## src/rtl/ps2_link_pkg.sv

```systemverilog
// Shared constants, state encodings and the key-event payload for the PS/2 link layer.
package ps2_link_pkg;

  localparam logic [7:0] PS2_EXT    = 8'hE0;
  localparam logic [7:0] PS2_BRK    = 8'hF0;
  localparam logic [7:0] PS2_ACK    = 8'hFA;
  localparam logic [7:0] PS2_RESEND = 8'hFE;

  typedef enum logic [1:0] {
    D_IDLE,
    D_EXT,
    D_BRK,
    D_EXT_BRK
  } dec_state_e;

  typedef enum logic [1:0] {
    T_IDLE,
    T_SEND,
    T_WAIT_ACK,
    T_GAP
  } tx_state_e;

  typedef struct packed {
    logic [7:0] code;
    logic       ext;
    logic       brk;
  } key_event_t;

  localparam int unsigned EVENT_W = $bits(key_event_t);

  // Decoder state that carries the given {ext, brk} prefix flags.
  function automatic dec_state_e dec_state_of(input logic ext, input logic brk);
    case ({ext, brk})
      2'b10:   return D_EXT;
      2'b01:   return D_BRK;
      2'b11:   return D_EXT_BRK;
      default: return D_IDLE;
    endcase
  endfunction

endpackage

```

## src/rtl/ps2_event_fifo.sv

```systemverilog
// First-word fall-through FIFO with exact occupancy count and full/empty flags.
module ps2_event_fifo #(
  parameter int unsigned WIDTH = 10,
  parameter int unsigned DEPTH = 8,
  parameter int unsigned CNT_W = $clog2(DEPTH + 1)
) (
  input  logic             clk,
  input  logic             rst_n,
  input  logic             push_i,
  input  logic [WIDTH-1:0] push_data_i,
  input  logic             pop_i,
  output logic [WIDTH-1:0] pop_data_o,
  output logic [CNT_W-1:0] count_o,
  output logic             full_o,
  output logic             empty_o
);

  localparam int unsigned PTR_W = (DEPTH > 1) ? $clog2(DEPTH) : 1;

  logic [WIDTH-1:0] mem_q [DEPTH];
  logic [PTR_W-1:0] wr_ptr_q, wr_ptr_d;
  logic [PTR_W-1:0] rd_ptr_q, rd_ptr_d;
  logic [CNT_W-1:0] count_q, count_d;
  logic             do_push, do_pop;

  assign full_o  = (count_q == CNT_W'(DEPTH));
  assign empty_o = (count_q == '0);

  // A push into a full FIFO is accepted only when a pop frees the slot on the same edge.
  assign do_pop  = pop_i & ~empty_o;
  assign do_push = push_i & (~full_o | do_pop);

  always_comb begin
    wr_ptr_d = wr_ptr_q;
    rd_ptr_d = rd_ptr_q;
    count_d  = count_q;
    if (do_push) wr_ptr_d = wr_ptr_q + PTR_W'(1);
    if (do_pop)  rd_ptr_d = rd_ptr_q + PTR_W'(1);
    case ({do_push, do_pop})
      2'b10:   count_d = count_q + CNT_W'(1);
      2'b01:   count_d = count_q - CNT_W'(1);
      default: count_d = count_q;
    endcase
  end

  always_ff @(posedge clk or negedge rst_n) begin
    if (!rst_n) begin
      wr_ptr_q <= '0;
      rd_ptr_q <= '0;
      count_q  <= '0;
      for (int i = 0; i < int'(DEPTH); i++) mem_q[i] <= '0;
    end else begin
      wr_ptr_q <= wr_ptr_d;
      rd_ptr_q <= rd_ptr_d;
      count_q  <= count_d;
      if (do_push) mem_q[wr_ptr_q] <= push_data_i;
    end
  end

  assign pop_data_o = mem_q[rd_ptr_q];
  assign count_o    = count_q;

endmodule

```

## src/rtl/ps2_keyboard_link.sv

```systemverilog
// PS/2 link layer: scan-code decoder feeding an event FIFO, and a host command
// transmitter with ACK/resend handling, bounded retries and ACK timeout.
module ps2_keyboard_link
  import ps2_link_pkg::*;
#(
  parameter int unsigned FIFO_DEPTH  = 8,
  parameter int unsigned MAX_RETRY   = 3,
  parameter int unsigned ACK_TIMEOUT = 1000000,
  parameter int unsigned CNT_W       = $clog2(FIFO_DEPTH + 1)
) (
  input  logic             CLOCK_50,
  input  logic             reset_n,
  input  logic [7:0]       rx_data,
  input  logic             rx_valid,
  output logic [7:0]       ctl_command,
  output logic             ctl_send,
  input  logic             ctl_sent,
  input  logic             ctl_timeout,
  input  logic [7:0]       cmd_data,
  input  logic             cmd_valid,
  output logic             cmd_ready,
  output logic             cmd_done,
  output logic             cmd_error,
  output logic [7:0]       ev_code,
  output logic             ev_ext,
  output logic             ev_break,
  output logic             ev_valid,
  input  logic             ev_ready,
  output logic [CNT_W-1:0] fifo_count,
  output logic             overflow,
  output logic [7:0]       last_byte
);

  localparam int unsigned TIMER_W = (ACK_TIMEOUT > 1) ? $clog2(ACK_TIMEOUT) : 1;
  localparam int unsigned RETRY_W = (MAX_RETRY > 0) ? $clog2(MAX_RETRY + 1) : 1;

  dec_state_e         dec_state_q, dec_state_d;
  tx_state_e          tx_state_q, tx_state_d;
  logic [7:0]         cmd_q, cmd_d;
  logic [RETRY_W-1:0] retry_q, retry_d;
  logic [TIMER_W-1:0] timer_q, timer_d;
  logic               done_d, error_d, fail;
  logic               ctl_send_q, cmd_ready_q, cmd_done_q, cmd_error_q;
  logic [7:0]         last_byte_q;
  logic               overflow_q, overflow_d;

  logic               rx_ack, rx_resend, rx_owned;
  logic               cur_ext, cur_brk;
  logic               ev_push, ev_pop;
  key_event_t         ev_in, ev_out;
  logic [EVENT_W-1:0] fifo_rd;
  logic               fifo_full, fifo_empty;

  assign rx_ack    = rx_valid && (rx_data == PS2_ACK);
  assign rx_resend = rx_valid && (rx_data == PS2_RESEND);
  // FA/FE belong to the transmitter only while it is waiting for a reply.
  assign rx_owned  = (tx_state_q == T_WAIT_ACK) && (rx_ack || rx_resend);

  assign cur_ext = (dec_state_q == D_EXT) || (dec_state_q == D_EXT_BRK);
  assign cur_brk = (dec_state_q == D_BRK) || (dec_state_q == D_EXT_BRK);

  // Scan-code decoder: prefixes accumulate flags, any other byte emits an event.
  always_comb begin
    dec_state_d = dec_state_q;
    ev_push     = 1'b0;
    ev_in.code  = rx_data;
    ev_in.ext   = cur_ext;
    ev_in.brk   = cur_brk;
    if (rx_valid && !rx_owned) begin
      if (rx_data == PS2_EXT) begin
        dec_state_d = dec_state_of(1'b1, cur_brk);
      end else if (rx_data == PS2_BRK) begin
        dec_state_d = dec_state_of(cur_ext, 1'b1);
      end else begin
        ev_push     = 1'b1;
        dec_state_d = D_IDLE;
      end
    end
  end

  assign ev_pop     = ev_ready & ~fifo_empty;
  assign overflow_d = overflow_q | (ev_push & fifo_full & ~ev_pop);

  ps2_event_fifo #(
    .WIDTH (EVENT_W),
    .DEPTH (FIFO_DEPTH),
    .CNT_W (CNT_W)
  ) u_event_fifo (
    .clk         (CLOCK_50),
    .rst_n       (reset_n),
    .push_i      (ev_push),
    .push_data_i (EVENT_W'(ev_in)),
    .pop_i       (ev_ready),
    .pop_data_o  (fifo_rd),
    .count_o     (fifo_count),
    .full_o      (fifo_full),
    .empty_o     (fifo_empty)
  );

  assign ev_out   = key_event_t'(fifo_rd);
  assign ev_code  = ev_out.code;
  assign ev_ext   = ev_out.ext;
  assign ev_break = ev_out.brk;
  assign ev_valid = ~fifo_empty;

  // Transmit FSM next-state; a failed attempt either retries via T_GAP or reports error.
  always_comb begin
    tx_state_d = tx_state_q;
    cmd_d      = cmd_q;
    retry_d    = retry_q;
    timer_d    = timer_q;
    done_d     = 1'b0;
    error_d    = 1'b0;
    fail       = 1'b0;
    case (tx_state_q)
      T_IDLE: begin
        if (cmd_valid) begin
          cmd_d      = cmd_data;
          retry_d    = '0;
          tx_state_d = T_SEND;
        end
      end
      T_SEND: begin
        if (ctl_sent) begin
          timer_d    = '0;
          tx_state_d = T_WAIT_ACK;
        end else if (ctl_timeout) begin
          fail = 1'b1;
        end
      end
      T_WAIT_ACK: begin
        timer_d = timer_q + TIMER_W'(1);
        if (rx_ack) begin
          done_d     = 1'b1;
          tx_state_d = T_IDLE;
        end else if (rx_resend || (timer_q == TIMER_W'(ACK_TIMEOUT - 1))) begin
          fail = 1'b1;
        end
      end
      T_GAP: begin
        tx_state_d = T_SEND;
      end
      default: begin
        tx_state_d = T_IDLE;
      end
    endcase
    if (fail) begin
      if (retry_q < RETRY_W'(MAX_RETRY)) begin
        retry_d    = retry_q + RETRY_W'(1);
        tx_state_d = T_GAP;
      end else begin
        error_d    = 1'b1;
        tx_state_d = T_IDLE;
      end
    end
  end

  always_ff @(posedge CLOCK_50 or negedge reset_n) begin
    if (!reset_n) begin
      dec_state_q <= D_IDLE;
      tx_state_q  <= T_IDLE;
      cmd_q       <= '0;
      retry_q     <= '0;
      timer_q     <= '0;
      ctl_send_q  <= 1'b0;
      cmd_ready_q <= 1'b1;
      cmd_done_q  <= 1'b0;
      cmd_error_q <= 1'b0;
      last_byte_q <= '0;
      overflow_q  <= 1'b0;
    end else begin
      dec_state_q <= dec_state_d;
      tx_state_q  <= tx_state_d;
      cmd_q       <= cmd_d;
      retry_q     <= retry_d;
      timer_q     <= timer_d;
      ctl_send_q  <= (tx_state_d == T_SEND);
      cmd_ready_q <= (tx_state_d == T_IDLE);
      cmd_done_q  <= done_d;
      cmd_error_q <= error_d;
      overflow_q  <= overflow_d;
      if (rx_valid) last_byte_q <= rx_data;
    end
  end

  assign ctl_command = cmd_q;
  assign ctl_send    = ctl_send_q;
  assign cmd_ready   = cmd_ready_q;
  assign cmd_done    = cmd_done_q;
  assign cmd_error   = cmd_error_q;
  assign last_byte   = last_byte_q;
  assign overflow    = overflow_q;

endmodule

```

## config.mk

```make
export PLATFORM = sky130hd
export DESIGN_NAME = ps2_keyboard_link
export DESIGN_NICKNAME = d
export VERILOG_FILES = /design/src/rtl/ps2_link_pkg.sv /design/src/rtl/ps2_event_fifo.sv /design/src/rtl/ps2_keyboard_link.sv
export SDC_FILE = /design/constraint.sdc
export NUM_CORES = 1
export LEC_CHECK = 0
export CAP_MARGIN = 15
export CORE_MARGIN = 1
export CORE_UTILIZATION = 35
export DETAILED_ROUTE_END_ITERATION = 8
export PLACE_DENSITY = 0.57
export SETUP_SLACK_MARGIN = 0.05
export SLEW_MARGIN = 20
export SYNTH_ARGS = -nofsm -noshare
export SYNTH_HDL_FRONTEND = slang
export SYNTH_SLANG_ARGS = --single-unit
export TNS_END_PERCENT = 5
```

## constraint.sdc

```tcl
create_clock -name CLOCK_50 -period 3.3 [get_ports CLOCK_50]
set_input_delay 0.66 -clock CLOCK_50 [delete_from_list [all_inputs] [get_ports CLOCK_50]]
set_output_delay 0.66 -clock CLOCK_50 [all_outputs]
set_load 0.02 [all_outputs]
```

==> results.md <==
* Overall fraction of global-route tracks in use at 16.0%
* Mean number of vias per cell at slightly above 5
* Startpoint types: flop
* Die ar. at 19100 µm²
* Largest cells by area after synthesis: dfrtp_1 (52%), mux2_2 (16%), mux4_2 (6.9%)
* Overall via count from detail_route at around 4000
* Worst Slack Setup Final at around 0.25 ns
* Unrepaired setup endpoints after global routing: no
* Critical path arrival at 2.39 ns
* Synthesis warning total at 0
* Area growth from synthesis to layout at 23.6%
* Outcome: finished with violations
* Endpoints failing setup at 0
* H-tree depth at 4
* Share of async-settable or async-resettable flops after synthesis at between 90% and 100%
* Max clock buf depth at 2
* Worst Reg2Reg Path Length in Cells at 14
* Hpwl dp at roughly 9000 µm
* Period minus WS final at 3.05 ns
* Setup fix buffers added after clock tree synthesis at 0
* Clock tree from TritonCTS: done
* Most area-hungry cell type in the Yosys netlist: dfrtp_1
* CTS Root Buffer Type: clkbuf_16
* Number of DRC violations after detailed-routing iteration 0 at ~150
* Area used by sequential logic in the layout at 3430 µm²
* Clk sink count at 137
* Sort of element at the end of the critical path: output pin
* Pin count of the biggest net entering global routing at 85
* Core outline area at 18100 µm²
* Family with the most delay on the worst path: multiplexers
* Number of top-level pins at 59
* Vias in the first global route at about 4300
* Top post-synthesis cells by count: dfrtp_1 (136), mux2_2 (94), nor2_1 (23), mux4_2 (20), nand2_1 (19)
* Wire per inst at approximately 18 µm
* Latest clock arrival within the worst-skew pair at between 0.4 and 0.5 ns
* Diodes inserted at 0
* Total Nets Final at 584
* Type of the most critical hold path: in2async
* Flip-flop and latch count after synthesis at between 100 and 150
* Initial standard-cell utilization of the core at 36.0%
* Horizontal die dimension at 138 µm
* Data required, critical path at ~2.6 ns
* Residual DRC at 8
* Final period util at approximately 90%
* Fmax at ~0.33 GHz
* Setup total negative slack at 0 ns
* Area used by multi-input combinational logic at 2940 µm²
* Layout Skew at approximately 0.010 ns
* Cells after Synth at ~470
* Largest fanout of any net on the critical path at 22
* Number of buffers inserted for hold repair after clock tree synthesis at 0
* Slew Limit Headroom at about 47%
* Violated checks: design-rule violations
* Total wirelength of the detailed-routed design at roughly 14000 µm
* Slack of the worst reg-to-reg path at about 0.5 ns
* Num CTS Buffers at 17
* Mapped Nets at 502
* Fraction of synthesized cell area taken by the top area cell type at a little over half
* Average instance area after synthesis at about 14 µm²
* Vertical die dimension at between 100 and 150 µm
* Number of placement rows at around 50
* Most common cell in the netlist: dfrtp_1
* Number of filler cells placed in the layout at 1652
* Share of cells above drive strength 1 at 33.9%
* Setup slack after placement at roughly 0.066 ns
* Standby leakage power at roughly 0.0034 µW
* Number of antenna violations at the first check in global routing at 0
* Critical-path cell list: buf_12, mux4_2, mux2_2, clkdlybuf4s50_1
* Number of buffers and inverters on the critical path at 2
* Final RePlAce weighted congestion at 0.764
* Total global routing overflow at 0
* Number of enable flip-flop cells after synthesis at 0
* Startpoint of the most critical register-to-register path: tx_state_q[0]
* Number of pins exceeding their max-slew limit in the final report at 0
* Final hold vios at 0
* Sequential area share after synthesis at 52.7%
* R2r endpoint: u_event_fifo.count_o[2]
* Worst IR Drop VDD at between 0.4 and 0.5 mV
* Synthesized cell area at 6500 µm²
* Critical path start-end classification: reg2out
* Primary flip-flop cell chosen by synthesis mapping: dfrtp_1
* Timing startpoint of the critical path: u_event_fifo.rd_ptr_q[0]
* Reported max-cap violation count at 0
* ANT nets after route at 0
* Wire length of the first global-routing pass at roughly 23000 µm
* Buffers added on ports at slightly below 60
* Clk slew on worst S/H paths at approximately 0.050 ns
* PwrDens at approximately 950 nW/µm²
* Length of the first detailed-routing pass in iterations at 6
* Largest incremental delay on the critical path at 0.54 ns
* Post-cts repair resize count at 0
* Transition time of the tightest slew-check pin at around 0.79 ns
* Slowest cell on the critical path: clkdlybuf4s50_1
* Netlist cell types at 52
-- state kept, by name, indices dropped and copies added (netlist names) --
name	count
timer_q	20
ctl_command	8
u_event_fifo.rd_ptr_q	3
u_event_fifo.wr_ptr_q	3
cmd_error	1
retry_q	2
overflow	1
u_event_fifo.mem_q	80
last_byte	8
ctl_send	1
u_event_fifo.count_o	4
dec_state_q	2
cmd_done	1
tx_state_q	2
cmd_ready	1
-- where the power goes --
| group | internal (µW) | total, µW | switching (µW) | leakage, µW |
|---|---|---|---|---|
| Sequential | 2350 | 2790 | 438 | 0.00170 |
| Combinational | 1770 | 3060 | 1290 | 0.00146 |
| Clock | 1130 | 1780 | 656 | 0.000271 |
-- area by class of cell --
type                    instances  area share (%)
multi-input cells             299            36.5
clock inverters                 2           0.436
flip-flops and latches        137            42.6
repair buffers                 83            9.88
clock buffers                  28            6.43
well taps                     229            3.56
inverters                      11           0.513
-- metrics by stage --
step | power [µW] | utilization (%) | hold slack [ns] | instance area (µm²) | std cells
floorplan | 4840 | - | 0.364 | 6500 | 467
global placement | 5840 | 41.4 | 0.457 | 7490 | 759
detailed placement | 5940 | 41.4 | 0.467 | 7490 | 759
CTS | 7760 | 44.5 | 0.337 | 8040 | 789
global route | 8110 | 44.5 | 0.349 | 8040 | 789
finish | 7630 | 44.5 | 0.313 | 8040 | 789
-- worst register-to-register path: cells and delay by family (launching register included) --
kind                     cells  cell delay, ns
adder cells (fa/ha/maj)      3            0.76
AO/OA/AOI/OAI                3            0.60
flip-flops                   1            0.41
XOR/XNOR                     3            0.39
buffers and inverters        3            0.33
AND/OR/NAND/NOR              2            0.18
-- per-layer routing --
| metal | part of all wire [%] | GRT usage, % | vias to the layer above |
|---|---|---|---|
| li1 | - | - | 1850 |
| met1 | 46 | 20.9 | 2075 |
| met2 | 48 | 25.5 | 74 |
| met3 | 4.9 | 4.68 | 9 |
| met4 | 0.97 | 4.97 | 0 |
| met5 | 0 | 0 | - |
-- cell families (layout without fill, tap and decap cells) --
kind of cell / count (synthesis) / after routing / share of synthesized area, %
mux: 137 / 137 / 27.6
buf+inv: 31 / 124 / 2.10
xor+xnor: 25 / 25 / 3.37
fa+ha+maj: 12 / 12 / 2.31
flops: 137 / 137 / 52.7
compound gates: 25 / 25 / 2.73
simple gates: 100 / 100 / 9.12
-- cells in the final DEF, fill, tap and decap left out, types with 6 or more instances in the layout --
master | synthesis | routed
a21oi_1 | 7 | 7
buf_4 | 0 | 23
clkbuf_1 | 12 | 6
clkbuf_16 | 0 | 17
clkdlybuf4s50_1 | 0 | 57
dfrtp_1 | 136 | 136
ha_1 | 12 | 12
inv_1 | 11 | 11
mux2_1 | 7 | 7
mux2_2 | 94 | 94
mux2_4 | 10 | 10
mux2i_1 | 6 | 6
mux4_2 | 20 | 20
nand2_1 | 19 | 19
nand3_1 | 11 | 11
nor2_1 | 23 | 23
nor2_2 | 6 | 6
xnor2_1 | 9 | 9
xor2_1 | 16 | 16
-- worst max-delay path by stage --
stage | cells after the start | endpoint | slack, ns
final | 4 | ev_ext | 0.25
after global routing | 4 | ev_code[1] | 0.14
after CTS | 4 | ev_code[1] | 0.19
after detailed placement | 12 | u_event_fifo.count_o[2] | 0.07
after global placement | 13 | u_event_fifo.count_o[2] | 0.17
after floorplan | 12 | u_event_fifo.count_o[2] | 0.60
Power figures use the tool's default switching activity.
